<file path="config.mk">
export PLATFORM = sky130hd
export DESIGN_NAME = sram6116_arbiter_flat
export DESIGN_NICKNAME = d
export VERILOG_FILES = /design/src/rtl/sram6116_arbiter_pkg.sv /design/src/rtl/sram6116_arbiter_if.sv /design/src/rtl/sram6116_arbiter_starve_cnt.sv /design/src/rtl/sram6116_arbiter.sv /design/src/flat_wrapper.sv
export SDC_FILE = /design/constraint.sdc
export NUM_CORES = 1
export LEC_CHECK = 0
export ABC_AREA = 1
export BUFFER_PORTS_ARGS = -buffer_cell sky130_fd_sc_hd__buf_2
export CAP_MARGIN = 10
export CORE_MARGIN = 4
export CORE_UTILIZATION = 55
export DETAILED_ROUTE_END_ITERATION = 7
export PLACE_DENSITY = 0.89
export SLEW_MARGIN = 20
export SYNTH_ARGS = -nofsm -noshare
export SYNTH_HDL_FRONTEND = slang
export SYNTH_SLANG_ARGS = --single-unit
</file>
<file path="constraint.sdc">
create_clock -name ACLK -period 8.62 [get_ports ACLK]
set_input_delay 1.293 -clock ACLK [delete_from_list [all_inputs] [get_ports ACLK]]
set_output_delay 1.293 -clock ACLK [all_outputs]
set_load 0.05 [all_outputs]
</file>
<file path="src/rtl/sram6116_arbiter_pkg.sv">
// Shared types and constants for the 6116 BRAM arbiter.
// Imported by the interface, the arbiter and its wait counter.
package sram6116_pkg;

   localparam int LANES      = 4;
   localparam int LANE_W     = 2;
   localparam int DEF_ADDR_W = 11;

   typedef enum logic [1:0] {
      IDLE   = 2'd0,
      B_RUN  = 2'd1,
      B_LAST = 2'd2,
      B_ACK  = 2'd3
   } state_e;

endpackage

</file>
<file path="src/rtl/sram6116_arbiter_if.sv">
// Bus bundle: Port A, Port B and the BRAM side of the arbiter.
// slave = arbiter view, master = requesters plus BRAM.
interface sram6116_arbiter_if
   import sram6116_pkg::*;
#(
   parameter int ADDR_W = DEF_ADDR_W
) ();

   logic              a_req;
   logic              a_we;
   logic [ADDR_W-1:0] a_addr;
   logic [7:0]        a_wdata;
   logic              a_gnt;
   logic              a_rvalid;
   logic [7:0]        a_rdata;

   logic              b_req;
   logic              b_we;
   logic [ADDR_W-3:0] b_addr;
   logic [31:0]       b_wdata;
   logic [3:0]        b_wstrb;
   logic              b_ack;
   logic [31:0]       b_rdata;

   logic              mem_en;
   logic              mem_we;
   logic [ADDR_W-1:0] mem_addr;
   logic [7:0]        mem_wdata;
   logic [7:0]        mem_rdata;

   modport slave (
      input  a_req, a_we, a_addr, a_wdata,
      output a_gnt, a_rvalid, a_rdata,
      input  b_req, b_we, b_addr, b_wdata, b_wstrb,
      output b_ack, b_rdata,
      output mem_en, mem_we, mem_addr, mem_wdata,
      input  mem_rdata
   );

   modport master (
      output a_req, a_we, a_addr, a_wdata,
      input  a_gnt, a_rvalid, a_rdata,
      output b_req, b_we, b_addr, b_wdata, b_wstrb,
      input  b_ack, b_rdata,
      input  mem_en, mem_we, mem_addr, mem_wdata,
      output mem_rdata
   );

endinterface

</file>
<file path="src/rtl/sram6116_arbiter_starve_cnt.sv">
// Saturating count of IDLE cycles Port B has been denied.
// at_max_o lets B override Port A priority.
module sram6116_starve_cnt #(
   parameter int MAX_WAIT = 8
) (
   input  logic clk_i,
   input  logic rst_i,
   input  logic clr_i,
   input  logic inc_i,
   output logic at_max_o
);

   logic [7:0] cnt_q;
   logic [7:0] cnt_d;

   // Clear wins over increment; hold once saturated.
   always_comb begin
      cnt_d = cnt_q;
      if (clr_i) begin
         cnt_d = 8'd0;
      end else if (inc_i && (cnt_q != 8'(MAX_WAIT))) begin
         cnt_d = cnt_q + 8'd1;
      end
   end

   // Counter register.
   always_ff @(posedge clk_i or posedge rst_i) begin
      if (rst_i) begin
         cnt_q <= 8'd0;
      end else begin
         cnt_q <= cnt_d;
      end
   end

   assign at_max_o = (cnt_q == 8'(MAX_WAIT));

endmodule

</file>
<file path="src/rtl/sram6116_arbiter.sv">
// Shares one 2Kx8 BRAM between an 8-bit port (A, priority)
// and a 32-bit word port (B) split into four byte cycles.
module sram6116_arbiter
   import sram6116_pkg::*;
#(
   parameter int ADDR_W   = DEF_ADDR_W,
   parameter int MAX_WAIT = 8
) (
   input  logic              ACLK,
   input  logic              ARESET,
   sram6116_arbiter_if.slave bus
);

   state_e            state_q, state_d;
   logic [LANE_W-1:0] lane_q, lane_d;
   logic [ADDR_W-3:0] b_addr_q;
   logic              b_we_q;
   logic [31:0]       b_wdata_q;
   logic [3:0]        b_wstrb_q;
   logic [31:0]       rdata_q;
   logic              cap_q;
   logic [LANE_W-1:0] cap_lane_q;
   logic              a_rv_q;

   logic b_start;
   logic a_serve;
   logic at_max;

   assign b_start = (state_q == IDLE) && bus.b_req
                    && (!bus.a_req || at_max);
   assign a_serve = (state_q == IDLE) && bus.a_req && !b_start;

   sram6116_starve_cnt #(
      .MAX_WAIT (MAX_WAIT)
   ) u_starve (
      .clk_i    (ACLK),
      .rst_i    (ARESET),
      .clr_i    (b_start),
      .inc_i    (a_serve && bus.b_req),
      .at_max_o (at_max)
   );

   // State and lane registers.
   always_ff @(posedge ACLK or posedge ARESET) begin
      if (ARESET) begin
         state_q <= IDLE;
         lane_q  <= '0;
      end else begin
         state_q <= state_d;
         lane_q  <= lane_d;
      end
   end

   // Next state: B word runs four lanes then drains and acks.
   always_comb begin
      state_d = state_q;
      lane_d  = lane_q;
      unique case (state_q)
         IDLE: begin
            if (b_start) begin
               state_d = B_RUN;
               lane_d  = '0;
            end
         end
         B_RUN: begin
            lane_d = lane_q + LANE_W'(1);
            if (lane_q == LANE_W'(LANES - 1)) state_d = B_LAST;
         end
         B_LAST:  state_d = B_ACK;
         B_ACK:   state_d = IDLE;
         default: state_d = IDLE;
      endcase
   end

   // Outputs: A passes straight through in IDLE, B drives its lane.
   always_comb begin
      bus.a_gnt     = a_serve;
      bus.a_rvalid  = a_rv_q;
      bus.a_rdata   = a_rv_q ? bus.mem_rdata : 8'd0;
      bus.b_ack     = (state_q == B_ACK);
      bus.b_rdata   = rdata_q;
      bus.mem_en    = 1'b0;
      bus.mem_we    = 1'b0;
      bus.mem_addr  = '0;
      bus.mem_wdata = 8'd0;
      if (a_serve) begin
         bus.mem_en    = 1'b1;
         bus.mem_we    = bus.a_we;
         bus.mem_addr  = bus.a_addr;
         bus.mem_wdata = bus.a_wdata;
      end else if (state_q == B_RUN) begin
         bus.mem_addr = {b_addr_q, lane_q};
         if (b_we_q) begin
            bus.mem_en    = b_wstrb_q[lane_q];
            bus.mem_we    = b_wstrb_q[lane_q];
            bus.mem_wdata = b_wdata_q[{lane_q, 3'b000} +: 8];
         end else begin
            bus.mem_en = 1'b1;
         end
      end
   end

   // Latch the B request so the word stays stable for all lanes.
   always_ff @(posedge ACLK or posedge ARESET) begin
      if (ARESET) begin
         b_addr_q  <= '0;
         b_we_q    <= 1'b0;
         b_wdata_q <= 32'd0;
         b_wstrb_q <= 4'd0;
      end else if (b_start) begin
         b_addr_q  <= bus.b_addr;
         b_we_q    <= bus.b_we;
         b_wdata_q <= bus.b_wdata;
         b_wstrb_q <= bus.b_wstrb;
      end
   end

   // Capture each B read byte one cycle after its lane issues.
   always_ff @(posedge ACLK or posedge ARESET) begin
      if (ARESET) begin
         cap_q      <= 1'b0;
         cap_lane_q <= '0;
         rdata_q    <= 32'd0;
      end else begin
         cap_q      <= (state_q == B_RUN) && !b_we_q;
         cap_lane_q <= lane_q;
         if (cap_q) rdata_q[{cap_lane_q, 3'b000} +: 8] <= bus.mem_rdata;
      end
   end

   // A read data is valid the cycle after its grant.
   always_ff @(posedge ACLK or posedge ARESET) begin
      if (ARESET) begin
         a_rv_q <= 1'b0;
      end else begin
         a_rv_q <= a_serve && !bus.a_we;
      end
   end

endmodule

</file>
<file path="src/flat_wrapper.sv">
// flat-port wrapper written by rule: the top's interface ports become plain ports
module sram6116_arbiter_flat import sram6116_pkg::*;
#(
   parameter int ADDR_W   = DEF_ADDR_W,
   parameter int MAX_WAIT = 8
)
  (ACLK, ARESET, bus_a_req, bus_a_we, bus_a_addr, bus_a_wdata, bus_a_gnt, bus_a_rvalid, bus_a_rdata, bus_b_req, bus_b_we, bus_b_addr, bus_b_wdata, bus_b_wstrb, bus_b_ack, bus_b_rdata, bus_mem_en, bus_mem_we, bus_mem_addr, bus_mem_wdata, bus_mem_rdata);
  sram6116_arbiter_if #(.ADDR_W(ADDR_W)) bus_i ();
  input  logic ACLK;
  input  logic ARESET;
  input wire logic [$bits(bus_i.a_req)-1:0] bus_a_req;
  input wire logic [$bits(bus_i.a_we)-1:0] bus_a_we;
  input wire logic [$bits(bus_i.a_addr)-1:0] bus_a_addr;
  input wire logic [$bits(bus_i.a_wdata)-1:0] bus_a_wdata;
  output wire logic [$bits(bus_i.a_gnt)-1:0] bus_a_gnt;
  output wire logic [$bits(bus_i.a_rvalid)-1:0] bus_a_rvalid;
  output wire logic [$bits(bus_i.a_rdata)-1:0] bus_a_rdata;
  input wire logic [$bits(bus_i.b_req)-1:0] bus_b_req;
  input wire logic [$bits(bus_i.b_we)-1:0] bus_b_we;
  input wire logic [$bits(bus_i.b_addr)-1:0] bus_b_addr;
  input wire logic [$bits(bus_i.b_wdata)-1:0] bus_b_wdata;
  input wire logic [$bits(bus_i.b_wstrb)-1:0] bus_b_wstrb;
  output wire logic [$bits(bus_i.b_ack)-1:0] bus_b_ack;
  output wire logic [$bits(bus_i.b_rdata)-1:0] bus_b_rdata;
  output wire logic [$bits(bus_i.mem_en)-1:0] bus_mem_en;
  output wire logic [$bits(bus_i.mem_we)-1:0] bus_mem_we;
  output wire logic [$bits(bus_i.mem_addr)-1:0] bus_mem_addr;
  output wire logic [$bits(bus_i.mem_wdata)-1:0] bus_mem_wdata;
  input wire logic [$bits(bus_i.mem_rdata)-1:0] bus_mem_rdata;
  assign bus_i.a_req = bus_a_req;
  assign bus_i.a_we = bus_a_we;
  assign bus_i.a_addr = bus_a_addr;
  assign bus_i.a_wdata = bus_a_wdata;
  assign bus_a_gnt = bus_i.a_gnt;
  assign bus_a_rvalid = bus_i.a_rvalid;
  assign bus_a_rdata = bus_i.a_rdata;
  assign bus_i.b_req = bus_b_req;
  assign bus_i.b_we = bus_b_we;
  assign bus_i.b_addr = bus_b_addr;
  assign bus_i.b_wdata = bus_b_wdata;
  assign bus_i.b_wstrb = bus_b_wstrb;
  assign bus_b_ack = bus_i.b_ack;
  assign bus_b_rdata = bus_i.b_rdata;
  assign bus_mem_en = bus_i.mem_en;
  assign bus_mem_we = bus_i.mem_we;
  assign bus_mem_addr = bus_i.mem_addr;
  assign bus_mem_wdata = bus_i.mem_wdata;
  assign bus_i.mem_rdata = bus_mem_rdata;
  sram6116_arbiter #(.ADDR_W(ADDR_W), .MAX_WAIT(MAX_WAIT)) u_core (.ACLK(ACLK), .ARESET(ARESET), .bus(bus_i));
endmodule
</file>
# Yosys cells after proc, flatten, opt, wreduce, memory -nomap -nowiden

Cells that the tools add are included.

Bits in registers: 94
Input bits: 78
Output and inout bits: 64
Word-level logic and storage cells: 66

$add $sub $neg: 3
Order comparisons: 1
Eq/ne operators: 8
Shift operators: 3
Mux-type cells: 22
Reduce and logical (&&, ||, !) cells: 18

Operator list:

| operator                                                                | count |
|---|---|
| 8-bit two-way mux                                                       | 6 |
| 32-bit bitwise mux                                                      | 1 |
| 8-bit by 7-bit variable shift with 32-bit output (first input constant) | 1 |
| 32-bit by 6-bit indexed part select with 8-bit output                   | 1 |
| 8-bit by 7-bit indexed part select with 32-bit output                   | 1 |
| 11-bit two-way mux                                                      | 2 |
| 8-bit by 1-bit adder with 8-bit output (second input constant)          | 1 |
| 8-bit by 4-bit equality test with 1-bit output (second input constant)  | 1 |
| 1-bit logical AND                                                       | 8 |
| 8-bit by 4-bit != test with 1-bit output (second input constant)        | 1 |
| 2-bit case mux with 4 select lines                                      | 1 |
| 1-bit two-way mux                                                       | 7 |
| 5-bit negator with 7-bit output                                         | 1 |
| 2-bit equality test (second input constant)                             | 3 |
| 2-bit two-way mux                                                       | 3 |
| 1-bit zero test                                                         | 4 |
| 2-bit by 1-bit != test with 1-bit output (second input constant)        | 2 |
| 2-bit case mux with 2 select lines                                      | 1 |
| 2-bit AND reduction                                                     | 2 |
| 2-bit nonzero test                                                      | 2 |
| 2-bit by 3-bit < comparator with 1-bit output (second input constant)   | 1 |
| 2-bit by 1-bit adder with 2-bit output (second input constant)          | 1 |
| 1-bit binary-select mux with 2-bit select                               | 1 |
| 2-bit by 1-bit equality test with 1-bit output (second input constant)  | 1 |
| 2 further kinds                                                         | 2 |

# Depth between registers and ports, before layout

Gate-level depths: netlist of run 1.

Word-level depth: 9
Depth in mapped cells: 11
Mapped depth without buffers: 9

# Cells and area by module

A second synthesis of run 1 with hierarchy kept.

Cell total of the unflattened synthesis: 621
Area total of the unflattened synthesis: 4710.8 µm²

By module, submodules not included:

| module              | times used | cells each | area an instance (µm²) | sequential area each (µm²) |
|---|---|---|---|---|
| sram6116_arbiter    | 1          | 545        | 4190.3                 | 2152.1 |
| sram6116_starve_cnt | 1          | 76         | 520.5                  | 200.2 |

# Worst setup path after synthesis of run 1

OpenSTA, ideal clock, no wires.

Path type: input-to-output
Start point: input port bus_b_req
End point: output port bus_mem_addr[9]
Arrival: 2.450 ns
Data required time: 7.327 ns
Slack: 4.877 ns
Stages on the path: 9
Buffers on the path: 2
Cell sequence: nand2_1 inv_1 nand2_1 buf_6 nand2_8 inv_2 buf_6 nand2_1 nand2_1

Longest elaborated chain between the ends: 5

Ends and longest elaborated chain:

| element             | line                   | source |
|---|---|---|
| from (decl)         | flat_wrapper.sv:18     | `input wire logic [$bits(bus_i.b_req)-1:0] bus_b_req;` |
| 1-bit logical AND   | sram6116_arbiter.sv:29 | `assign b_start = (state_q == IDLE) && bus.b_req` |
| 1-bit logical AND   | sram6116_arbiter.sv:30 | `&& (!bus.a_req \|\| at_max);` |
| 1-bit zero test     | sram6116_arbiter.sv:31 | `assign a_serve = (state_q == IDLE) && bus.a_req && !b_start;` |
| 1-bit logical AND   | sram6116_arbiter.sv:31 |  |
| named net bus_a_gnt | flat_wrapper.sv:15     | `output wire logic [$bits(bus_i.a_gnt)-1:0] bus_a_gnt;` |
| 11-bit two-way mux  | sram6116_arbiter.sv:86 | `if (a_serve) begin` |
| to (decl)           | flat_wrapper.sv:27     | `output wire logic [$bits(bus_i.mem_addr)-1:0] bus_mem_addr;` |

The timed path passes the listed nets, and every way through them passes these cells.

# Worst setup path after layout of run 1

Start point: input port bus_b_req
End point: output port bus_mem_addr[10]

Longest elaborated chain between the ends: 5

Ends and longest elaborated chain:

| element            | line |
|---|---|
| 1-bit logical AND  | sram6116_arbiter.sv:29 |
| 1-bit logical AND  | sram6116_arbiter.sv:30 |
| 1-bit zero test    | sram6116_arbiter.sv:31 |
| 1-bit logical AND  | sram6116_arbiter.sv:31 |
| 11-bit two-way mux | sram6116_arbiter.sv:86 |

No other way between the ends.

==> impl_metrics.yaml, run 1 <==
sta:
  hold_ws_ns: 0.489
  fmax_ghz: 0.223
  finalCriticalPeriod_ns: 4.49
  worst_slew_pin_slew_ns: 0.809
  setup_tns_ns: 0
  finalHoldViolCount: 0
  period_share_pct: 52.0
  grt_setup_unrepaired: "false"
  report.final.slew_viol_count: 0
  slew_headroom_pct: 46.0
  fin_skew_ns: 0.00717
  finalSetupViolCount: 0
min_path:
  hold_class: "reg -> reg"
  holdPathStages: 2
pwr:
  power_density_nw_per_um2: 391
  vdd_drop_max_uv: 171
  leakage_nw: 3.15
synthesis:
  synth-async-reset-ratio_pct: 100
  netlist_instances: 576
  synth.net_count: 667
  ys.flop_type: "dfrtp_1"
  yosys_warnings: 0
  seq_area_frac_synth_pct: 52.3
  synth_enable_flop_cells: 0
  ys_seq_elements: 94
  synth_cell_types: 22
  synth.cell_area_um2: 4500
  syn_area_per_cell_um2: 7.81
clocking:
  tritoncts: "done"
  h-tree-depth: 3
  cts_buffers: 9
  clk_pin_slew_worst_paths_ns: 0.08
  postCtsSetupBuffers: 0
  postCtsHoldBufs: 0
  cts_root_buf: "clkbuf_8"
  clkSinkCount: 94
  cts_buffer_depth: 2
  clkLatencyLatePin_ns: 0.35
  cts_resized: 0
route:
  wl_per_cell_um: 14.2
  drt_iter0_drc: 268
  via_per_inst: 5.20
  drtAntennaViolNets: 0
  via_count: 4235
  drc: 0
  wl_mm: 11.5
  first_pass_iters: 5
floorplanning:
  die_w_um: 98.4
  core_area_um2: 7850
  die-area_um2: 9690
  row_count: 32
  io_pins: 142
  start_util_pct: 57.3
  die_h_um: 98.4
critical_path:
  cp_max_fo: 56
  r2r_cells: 9
  cp_slowest_cell: "buf_4"
  worstPathArrival_ns: 3.19
  crit_path_frequent_cell: "nand2_1"
  cpPeakStageDelay_ns: 0.47
  worstSetupStartpointType: "input port"
  endpoint_kind: "output port"
  critPathKind: "in -> out"
  required_ns: 7.33
  cp_cell_sequence: "buf_2 > nand2_1 > inv_1 > nand2_2 > buf_4 > nand2_8 > inv_2 > nand2_1 > nand2_1 > buf_2"
job:
  cap_violations: 0
global_route:
  antenna_found_initial: 0
  grt_pass1_wl_mm: 19.1
  gr-usage-all-layers_pct: 24.1
  overflow: 0
  grt_pass1_vias: 4189
  grt_max_degree: 95
layout:
  final_layout_size_suffix_gt1_share_pct: 23.5
  diodes: 0
  final_net_count: 798
  syn_to_final_growth_pct: 21.1
  fillCellCount: 658
  final_common_cell: "nand2_1"
  layout_common_cells: "nand2_1, buf_2, dfrtp_1"
  final_cells: 814
placement:
  placed_cells: 798
  gp_congestion: 0.842
  numPortBuffers: 141
  dp_hpwl_mm: 8.33
status:
  status: "completed"
-- metrics by stage --
stage | cell area, µm² | util, % | setup WS (ns) | power [mW]
detailed placement | 5210 | 66.4 | 4.14 | 1.80
finish | 5450 | 69.4 | 4.13 | 2.13
CTS | 5440 | 69.4 | 4.14 | 2.13
floorplan | 4500 | - | 4.88 | 1.55
global placement | 5210 | 66.4 | 4.20 | 1.75
global route | 5450 | 69.4 | 3.90 | 2.27
-- state kept, by name, indices dropped and copies added, names as in the netlist --
signal                 cells
u_core.b_we_q              1
u_core.b_addr_q            9
u_core.cap_q               1
u_core.bus.a_rvalid        1
u_core.bus.b_rdata        32
u_core.state_q             2
u_core.b_wdata_q          32
u_core.cap_lane_q          2
u_core.lane_q              2
u_core.b_wstrb_q           4
u_core.u_starve.cnt_q      8
-- layout make-up --
cell class                      count  area [µm²]  share of cell area [%]
Sequential cell                    94        2350                    43.2
Multi-Input combinational cell    422        1870                    34.3
Timing Repair Buffer              143         724                    13.3
Clock buffer                       11         151                    2.78
Inverter                           37         140                    2.57
Tap cell                          102         128                    2.34
Clock inverter                      5        81.3                    1.49
-- critical path: cells and delay by family --
family,cells,cell delay [ns]
buffers and inverters,5,1.29
and+or+nand+nor,5,0.60
-- kinds of logic after synthesis --
kind of cell | synth area share (%)
XOR/XNOR | 0.584
adder cells (fa/ha/maj) | 3.62
AND/OR/NAND/NOR | 31.0
buffers and inverters | 6.20
flip-flops | 52.3
AO/OA/AOI/OAI | 6.29
-- power breakdown --
part	total [mW]	internal, mW	switching [mW]
registers	0.773	0.630	0.143
logic	1.02	0.260	0.764
clock network	0.332	0.179	0.153
total	2.13	1.07	1.06
-- per-layer routing --
metal	track usage [%]	up-vias	wire (µm)
met3	4.39	32	826
met1	30.3	1956	4610
met5	0	-	0
li1	-	2054	-
met2	41.1	193	5780
met4	9.77	0	323
-- synth_stat cells (2+ instances only) --
library cell | n | share of area (%)
a21oi_1 | 18 | 2.0
buf_2 | 10 | 1.1
buf_4 | 3 | 0.50
buf_6 | 4 | 1.0
clkbuf_1 | 6 | 0.50
dfrtp_1 | 94 | 52
ha_1 | 13 | 3.6
inv_1 | 34 | 2.8
inv_2 | 2 | 0.17
nand2_1 | 284 | 24
nand3_1 | 43 | 4.8
nor2_1 | 17 | 1.4
o21ai_0 | 36 | 4.0
or2_2 | 3 | 0.42
xor2_1 | 2 | 0.39
-- path summary, 6_finish.rpt --
kind                                 startpoint                      to  slack [ns]
min in group asynchronous                ARESET  u_core.bus.b_rdata[21]        1.15
min                        u_core.b_wdata_q[14]    u_core.b_wdata_q[14]        0.49
min reg2reg                u_core.b_wdata_q[14]    u_core.b_wdata_q[14]        0.49
max in group asynchronous                ARESET    u_core.b_wdata_q[15]        6.92
max reg2reg                   u_core.state_q[0]    u_core.b_wdata_q[13]        6.12
max                                   bus_b_req        bus_mem_addr[10]        4.13
Power figures use the tool's default switching activity.
==> inputs of run 2 (changes only) <==
--- a/config.mk
+++ b/config.mk
@@ -9,9 +9,9 @@
 export BUFFER_PORTS_ARGS = -buffer_cell sky130_fd_sc_hd__buf_2
 export CAP_MARGIN = 10
 export CORE_MARGIN = 4
-export CORE_UTILIZATION = 55
+export CORE_UTILIZATION = 51
 export DETAILED_ROUTE_END_ITERATION = 7
-export PLACE_DENSITY = 0.89
+export PLACE_DENSITY = 0.84
 export SLEW_MARGIN = 20
 export SYNTH_ARGS = -nofsm -noshare
 export SYNTH_HDL_FRONTEND = slang
==> constraint.sdc (replaced) <==
create_clock -name ACLK -period 4.2 [get_ports ACLK]
set_input_delay 0.63 -clock ACLK [delete_from_list [all_inputs] [get_ports ACLK]]
set_output_delay 0.63 -clock ACLK [all_outputs]
set_load 0.05 [all_outputs]
==> run 2 against run 1 <==
Sequential cell count is the same. Final cell count grew 0.37%. Cell area shrank 0.41%. Routed wire length grew 0.29%. Sequential share of layout area grew 0.18 points. Die area grew 7.2%. Power grew 100%. Critical path type is now reg -> out. Largest power group unchanged. Highest routed layer unchanged.
==> impl_metrics.yaml, run 2 (synthesis results as in run 1) <==
sta:
  finalHoldViolCount: 0
  slew_headroom_pct: 47.1
  finalSetupViolCount: 0
  grt_setup_unrepaired: "false"
  worst_slew_pin_slew_ns: 0.794
  period_share_pct: 75.1
  fmax_ghz: 0.317
  setup_tns_ns: 0
  finalCriticalPeriod_ns: 3.16
  report.final.slew_viol_count: 0
  fin_skew_ns: 0.0122
clocking:
  h-tree-depth: 3
  clkSinkCount: 94
  tritoncts: "done"
  cts_resized: 0
  postCtsHoldBufs: 0
  cts_buffers: 9
  clk_pin_slew_worst_paths_ns: 0.09
  postCtsSetupBuffers: 0
  cts_buffer_depth: 2
  clkLatencyLatePin_ns: 0.36
  cts_root_buf: "clkbuf_8"
floorplanning:
  io_pins: 142
  die_w_um: 102
  die_h_um: 102
  core_area_um2: 8380
  start_util_pct: 53.7
  die-area_um2: 10400
  row_count: 33
placement:
  numPortBuffers: 141
  gp_congestion: 0.895
  dp_hpwl_mm: 8.47
critical_path:
  crit_path_start: "u_core.lane_q[0]"
  required_ns: 3.57
  worstReg2RegStart: "u_core.state_q[0]"
  critPathKind: "reg -> out"
  endpoint_kind: "output port"
  cp_max_fo: 23
  worstPathArrival_ns: 2.53
  worstSetupStartpointType: "register"
route:
  wl_mm: 11.6
  drt_iter0_drc: 227
  wl_per_cell_um: 14.2
  first_pass_iters: 6
  via_count: 4172
  drc: 0
  via_per_inst: 5.11
  drtAntennaViolNets: 0
global_route:
  grt_max_degree: 62
  grt_pass1_vias: 3993
  grt_pass1_wl_mm: 18.4
  gr-usage-all-layers_pct: 22.4
  antenna_found_initial: 0
  overflow: 0
pwr:
  vdd_drop_max_uv: 308
  leakage_nw: 3.15
  power_density_nw_per_um2: 791
  combPwrFrac_pct: 48.5
  p_int_mw: 2.13
  swShare_pct: 50.3
  power_frac_seq_pct: 37.1
  clkPwrFrac_pct: 14.3
  power_switching_mw: 2.16
  finalPower_mw: 4.29
layout:
  final_net_count: 798
  syn_to_final_growth_pct: 20.6
  diodes: 0
  final_layout_size_suffix_gt1_share_pct: 23.5
  layout_common_cells: "nand2_1, buf_2, dfrtp_1"
  final_common_cell: "nand2_1"
status:
  status: "completed"
job:
  cap_violations: 0
min_path:
  hold_class: "in -> async"
## run 2: cell types whose count changed in the layout (fill, tap and decap cells not counted), sizes merged
cell,delta
bufinv,-1
clkinv,+1
clkinvlp,-1
inv,+1
## run 2: routing by layer
layer  share of wire [%]  global-route usage (%)
met5                   0                       0
met2                  50                    39.1
met1                  41                    28.6
met3                 8.1                    3.28
met4                 1.5                    7.47
## run 2: power groups by stage
stage / registers [mW] / logic [mW] / clock network (mW)
after global routing: 1.64 / 2.29 / 0.664
after floorplan: 1.98 / 1.20 / 0
after CTS: 1.59 / 2.10 / 0.629
final: 1.59 / 2.08 / 0.615
after detailed placement: 1.60 / 2.09 / 0
after global placement: 1.58 / 2.03 / 0
## run 2: path summary, 6_finish.rpt
check | endpoint | slack [ns] | cells past startpoint
setup / recovery | bus_mem_we | 1.04 | 8
hold / removal | u_core.bus.b_rdata[7] | 0.40 | 2
setup reg to reg | u_core.b_wdata_q[0] | 1.59 | 9
hold reg to reg | u_core.bus.b_rdata[2] | 0.48 | 2
max in group asynchronous | u_core.state_q[0] | 2.87 | 3
min in group ACLK | u_core.b_wdata_q[20] | 0.46 | 3
## run 2: critical path, stage by stage, from the launching register on
cell and delay [ns]:
dfrtp_1 0.78, clkinv_1 0.62, nand2_1 0.18, nand3_1 0.08, nand2_1 0.11, nor2_1 0.04
nand2_1 0.07, nand2_1 0.07, buf_2 0.21
## run 2: metrics by stage
step           setup WS, ns  instances  utilization [%]  instance area, µm²  hold slack [ns]
2_1_floorplan          1.12        576                -                4500            0.397
3_3_place_gp           1.51        801             62.2                5210            0.462
3_5_place_dp           1.45        801             62.2                5210            0.466
4_1_cts                1.05        817             64.7                5420            0.445
5_1_grt               0.796        817             64.7                5420            0.454
6_report               1.04        817             64.7                5420            0.400
## run 2: layout make-up
class / instances / area, µm²
Fill cell: 752 / 2960
Clock inverter: 5 / 57.6
Inverter: 37 / 141
Clock buffer: 11 / 151
Timing Repair Buffer: 143 / 721
Tap cell: 105 / 131
Sequential cell: 94 / 2350
Multi-Input combinational cell: 422 / 1870
